==> src/rtl/adder_arb_pkg.sv <==
// Shared constants and slot-state encoding for the round-robin adder arbiter.
package adder_arb_pkg;

  localparam int DATA_W      = 32;
  localparam int NUM_REQ_MAX = 8;

  typedef enum logic {
    ST_EMPTY = 1'b0,
    ST_FULL  = 1'b1
  } slot_state_t;

endpackage

==> src/rtl/adder_32bits.sv <==
// 32-bit carry-select adder: the low half ripples, the high half is precomputed
// for both possible carries and selected by the low-half carry-out.
module adder_32bits
  import adder_arb_pkg::*;
(
  input  logic [DATA_W-1:0] a,
  input  logic [DATA_W-1:0] b,
  input  logic              ci,
  output logic [DATA_W-1:0] s,
  output logic              co
);

  localparam int HALF = DATA_W / 2;

  logic [HALF:0] lo_sum;
  logic [HALF:0] hi_sum0;
  logic [HALF:0] hi_sum1;

  assign lo_sum  = {1'b0, a[HALF-1:0]} + {1'b0, b[HALF-1:0]} + {{HALF{1'b0}}, ci};
  assign hi_sum0 = {1'b0, a[DATA_W-1:HALF]} + {1'b0, b[DATA_W-1:HALF]};
  assign hi_sum1 = {1'b0, a[DATA_W-1:HALF]} + {1'b0, b[DATA_W-1:HALF]} + {{HALF{1'b0}}, 1'b1};

  assign s  = lo_sum[HALF] ? {hi_sum1[HALF-1:0], lo_sum[HALF-1:0]}
                           : {hi_sum0[HALF-1:0], lo_sum[HALF-1:0]};
  assign co = lo_sum[HALF] ? hi_sum1[HALF] : hi_sum0[HALF];

endmodule

==> src/rtl/adder_rr_arbiter_rr_pick.sv <==
// Rotating-priority picker: finds the first set request starting at ptr and
// wrapping modulo N. With no request set, idx stays at ptr.
module rr_pick #(
  parameter int N  = 4,
  parameter int IW = $clog2(N)
) (
  input  logic [N-1:0]  req,
  input  logic [IW-1:0] ptr,
  output logic [N-1:0]  grant,
  output logic [IW-1:0] idx,
  output logic          any
);

  logic [IW-1:0] cand;

  // Walk from the lowest priority upward so the highest-priority hit wins last.
  always_comb begin
    idx   = ptr;
    grant = '0;
    cand  = '0;
    any   = |req;
    for (int k = N - 1; k >= 0; k--) begin
      cand = IW'((int'(ptr) + k) % N);
      if (req[cand]) idx = cand;
    end
    if (any) grant[idx] = 1'b1;
  end

endmodule

==> src/rtl/adder_rr_arbiter.sv <==
// Shares one 32-bit adder among NUM_REQ requesters with round-robin grants and
// a single registered response slot under valid/ready backpressure.
module adder_rr_arbiter
  import adder_arb_pkg::*;
#(
  parameter  int NUM_REQ = 4,
  localparam int ID_W    = $clog2(NUM_REQ)
) (
  input  logic                      clk,
  input  logic                      rst,
  input  logic [NUM_REQ-1:0]        req_valid,
  output logic [NUM_REQ-1:0]        req_ready,
  input  logic [NUM_REQ*DATA_W-1:0] req_a,
  input  logic [NUM_REQ*DATA_W-1:0] req_b,
  input  logic [NUM_REQ-1:0]        req_ci,
  output logic                      rsp_valid,
  input  logic                      rsp_ready,
  output logic [ID_W-1:0]           rsp_id,
  output logic [DATA_W-1:0]         rsp_s,
  output logic                      rsp_co
);

  slot_state_t        state, state_nxt;
  logic [ID_W-1:0]    ptr;
  logic [ID_W-1:0]    pick_idx;
  logic [NUM_REQ-1:0] pick_grant;
  logic               pick_any;
  logic               can_accept;
  logic               accept;

  logic [DATA_W-1:0]  a_arr [NUM_REQ];
  logic [DATA_W-1:0]  b_arr [NUM_REQ];
  logic [DATA_W-1:0]  sel_a, sel_b;
  logic               sel_ci;
  logic [DATA_W-1:0]  sum;
  logic               carry;

  for (genvar i = 0; i < NUM_REQ; i++) begin : g_unpack
    assign a_arr[i] = req_a[DATA_W*i +: DATA_W];
    assign b_arr[i] = req_b[DATA_W*i +: DATA_W];
  end

  rr_pick #(.N(NUM_REQ), .IW(ID_W)) u_pick (
    .req   (req_valid),
    .ptr   (ptr),
    .grant (pick_grant),
    .idx   (pick_idx),
    .any   (pick_any)
  );

  // The adder always sees the picked requester's operands, even when idle.
  assign sel_a  = a_arr[pick_idx];
  assign sel_b  = b_arr[pick_idx];
  assign sel_ci = req_ci[pick_idx];

  adder_32bits u_add (
    .a  (sel_a),
    .b  (sel_b),
    .ci (sel_ci),
    .s  (sum),
    .co (carry)
  );

  assign rsp_valid = (state == ST_FULL);

  always_comb begin
    can_accept = (state == ST_EMPTY) || rsp_ready;
    req_ready  = '0;
    if (!rst && can_accept && pick_any) req_ready = pick_grant;
    accept     = |req_ready;
    state_nxt  = state;
    case (state)
      ST_EMPTY: if (accept) state_nxt = ST_FULL;
      ST_FULL:  if (rsp_ready && !accept) state_nxt = ST_EMPTY;
      default:  state_nxt = ST_EMPTY;
    endcase
  end

  always_ff @(posedge clk) begin
    if (rst) begin
      state  <= ST_EMPTY;
      ptr    <= '0;
      rsp_s  <= '0;
      rsp_co <= 1'b0;
      rsp_id <= '0;
    end else begin
      state <= state_nxt;
      if (accept) begin
        rsp_s  <= sum;
        rsp_co <= carry;
        rsp_id <= pick_idx;
        ptr    <= (pick_idx == ID_W'(NUM_REQ - 1)) ? '0 : pick_idx + ID_W'(1);
      end
    end
  end

endmodule

==> config.mk <==
export PLATFORM = sky130hd
export DESIGN_NAME = adder_rr_arbiter
export DESIGN_NICKNAME = d
export VERILOG_FILES = /design/src/rtl/adder_arb_pkg.sv /design/src/rtl/adder_32bits.sv /design/src/rtl/adder_rr_arbiter_rr_pick.sv /design/src/rtl/adder_rr_arbiter.sv
export SDC_FILE = /design/constraint.sdc
export NUM_CORES = 1
export LEC_CHECK = 0
export ABC_AREA = 0
export BUFFER_PORTS_ARGS = -buffer_cell sky130_fd_sc_hd__buf_2
export CAP_MARGIN = 10
export CORE_AREA = 2 2 120 122
export CTS_CLUSTER_DIAMETER = 30
export DETAILED_ROUTE_END_ITERATION = 12
export DIE_AREA = 0 0 122 124
export PLACE_DENSITY = 0.82
export SYNTH_ARGS = -nofsm -noshare
export SYNTH_HDL_FRONTEND = slang
export SYNTH_SLANG_ARGS = --single-unit
export TNS_END_PERCENT = 5
==> constraint.sdc <==
create_clock -name clk -period 7 [get_ports clk]
set_clock_uncertainty 0.15 [all_clocks]
set_input_delay 0.35 -clock clk [delete_from_list [all_inputs] [get_ports clk]]
set_output_delay 0.35 -clock clk [all_outputs]
set_load 0.1 [all_outputs]
==> results.txt <==
Wirelength, routed: 19600 um
Slew @ Worst Pin: 0.899 ns
Crit path from: ptr[1]$_SDFFE_PP0P_
Max cap viols: 0
First-pass GRT wire length: 30700 um
Antenna violation net count after detailed routing: 0
RSZ-0062 raised after global routing: false
Cts repair resizes: 0
Detailed-route DRC error count: 0
PortBufs: 306
CP startpoint kind: register
Crit-path max cell delay: 0.67 ns
Grt ovf: 0
Hold Path Class: primary input to register
Worst skew pair latency: 0.27 ns
WP data required: 7.04 ns
Worst R2R Start: ptr[1]$_SDFFE_PP0P_
# nets final: 1428
Die width: 122 um
Vias in the first global route: 6305
#FFs+latches synth: 38
DR iter-0 viols: 469
Critical Path AT: 5.81 ns
Min-delay src: rsp_ready
Routed vias: 7011
ANT cells: 0
Total power: 0.00460 W
Root buffer cell: clkbuf_16
Setup Fix Bufs, Post-CTS: 0
Number of flops mapped to enable cells by yosys: 0
Mapped Cells: 857
Outcome: finished clean
Pins over their slew limit: 0
Clock transition at path regs: 0.05 ns
Yosys warns: 0
CTS Hold Bufs: 0
Avg Vias per Cell: 5.38
Tmin final: 5.77 ns
Final worst path period share: 82.4%
Rel. slew slack: 39.9%
Synth Flop Type: dfxtp_1
Highest Clock Rate: 173 MHz
TritonCTS clock tree: yes
Largest net degree at the start of global routing: 69
Most frequent cells in the layout: buf_2, nand2_1, a31oi_1
Syn_nets: 1163
RD Place Congestion: 0.945
Ratio of cells with drive above 1 in the final layout: 29.7%
Max Root-Sink Buffers: 2
Largest fanout on the critical path: 44
Power Density: 649 nW/um^2
Peak supply drop: 0.000278 V
H-tree levels: 2
Floorplan row count: 43
CP top delay family: simple AND/OR/NAND/NOR gates
Post-Syn Area: 5270 sq um
Sequential-to-total area share from yosys stat: 14.4%
Area growth syn-to-layout: 34.2%
CP endpoint kind: register
Core area: 13700 sq um
Post-synth cell types: 60
Most common cell after layout, fill and taps aside: buf_2
Cell Chain, Critical Path: nor2_1 -> a221o_1 -> o22ai_4 -> inv_4 -> buf_4 -> nand2_1 -> and3_1 -> a31oi_1 -> fa_1 -> a211o_1 -> a21boi_1 -> o21ai_0 -> and3_1 -> nor4_1 -> nand4_1 -> or4_1 -> a31oi_1
Gr usage total: 25.1%
Syn Area/Cell: 6.15 sq um
Hpwl dp: 15900 um
Initial antenna violation count: 0
Buf+Inv Stages, Crit Path: 2
Fillers: 1430
Initial core utilization: 38.4%
WL/cell: 15.1 um
CP max-delay cell: nor4_1
Drt pass-1 iters: 5
I/O pin count: 307
Total CTS buffers: 5
Pleak: 3.70 nW
Total die area: 15100 sq um
Setup Viol. Count Final: 0
Setup TNS: 0 ns
FFs w/ async S/R, synth: 0%
Setup CP Type: register to register
Hold Fails Final Rpt: 0
TritonCTS Sinks: 38
Die H: 124 um
[cells in the mapped netlist (3+ instances only)]
cell        n  area, sq um
o21ai_1     8         40.0
nand4_1     5         31.3
and3_1     67          419
or4_1       5         37.5
clkbuf_1   55          206
nand2_1   295         1110
nand2b_1    4         25.0
and2_1      8         50.1
dfxtp_1    38          761
a21oi_1    36          180
nand3_1    18         90.1
xnor2_1    16          140
fa_1        3         60.1
a21o_1     14          105
or3_1       5         31.3
a211oi_1   16          120
a31oi_1    68          425
inv_1      15         56.3
nor4_1      6         37.5
o31ai_1     4         30.0
nor2_1     44          165
xor2_1     14          123
nor2b_1     3         18.8
o21ai_0    10         50.1
o21a_1     10         75.1
o211ai_1    3         22.5
nor3_1     13         65.1
ha_1       36          450
[sequential cells by signal, indices dropped and copies added (netlist names)]
| name | cells |
|---|---|
| rsp_valid | 1 |
| rsp_id | 2 |
| rsp_s | 32 |
| ptr | 2 |
| rsp_co | 1 |
[final cells by class]
class                   count  area (sq um)  area share [%]
clock inverters             1          5.00          0.0707
clock buffers               7           143            2.02
inverters                  17          66.3           0.937
multi-input cells         746          4260            60.2
repair buffers            314          1620            22.8
well taps                 180           225            3.18
flip-flops and latches     38           761            10.8
[final timing paths]
check                           endpoint  slack [ns]  cells past startpoint
setup / recovery  rsp_s[31]$_SDFFE_PP0P_        1.23                     17
hold / removal      rsp_valid$_SDFF_PP0_        0.23                      4
setup reg to reg  rsp_s[31]$_SDFFE_PP0P_        1.23                     17
hold reg to reg    rsp_s[0]$_SDFFE_PP0P_        0.30                      2
[where the power goes]
part | total [W] | switching, W | internal (W) | leakage (nW)
clock | 0.000221 | 0.0000796 | 0.000141 | 0.0739
combinational | 0.00404 | 0.00265 | 0.00139 | 3.32
sequential | 0.000335 | 0.0000393 | 0.000295 | 0.314
total | 0.00460 | 0.00277 | 0.00183 | 3.70
[stage by stage]
stage	cells	utilization (%)	cell area (sq um)	setup WS [ns]	hold slack [ns]
after global routing	1303	51.6	7080	0.774	0.262
after global placement	1295	50.5	6930	1.34	0.285
after detailed placement	1295	50.5	6930	1.25	0.294
final	1303	51.6	7080	1.23	0.230
after CTS	1303	51.6	7080	1.27	0.230
after floorplan	857	-	5270	2.10	0.342
[tightest hold or removal path, delay by kind of cell]
kind	cells	cell delay, ns
simple gates	3	0.17
buf+inv	1	0.08
[logic make-up after synthesis]
family                     share of synthesized area, %
xor gates and xnor gates                           4.98
AOI/OAI and AO/OA                                  23.7
DFF                                                14.4
muxes                                             0.403
buffers and inverters                              5.20
and+or+nand+nor                                    41.6
adders and majority gates                          9.68
[routing by layer]
layer | part of all wire, % | global-route usage (%) | vias up
li1 | - | - | 3549
met3 | 7.9 | 3.30 | 25
met5 | 0 | 0 | -
met4 | 1.6 | 6.32 | 0
met2 | 46 | 41.2 | 324
met1 | 45 | 34.8 | 3113
No activity file was read; power rests on OpenSTA's default activity.
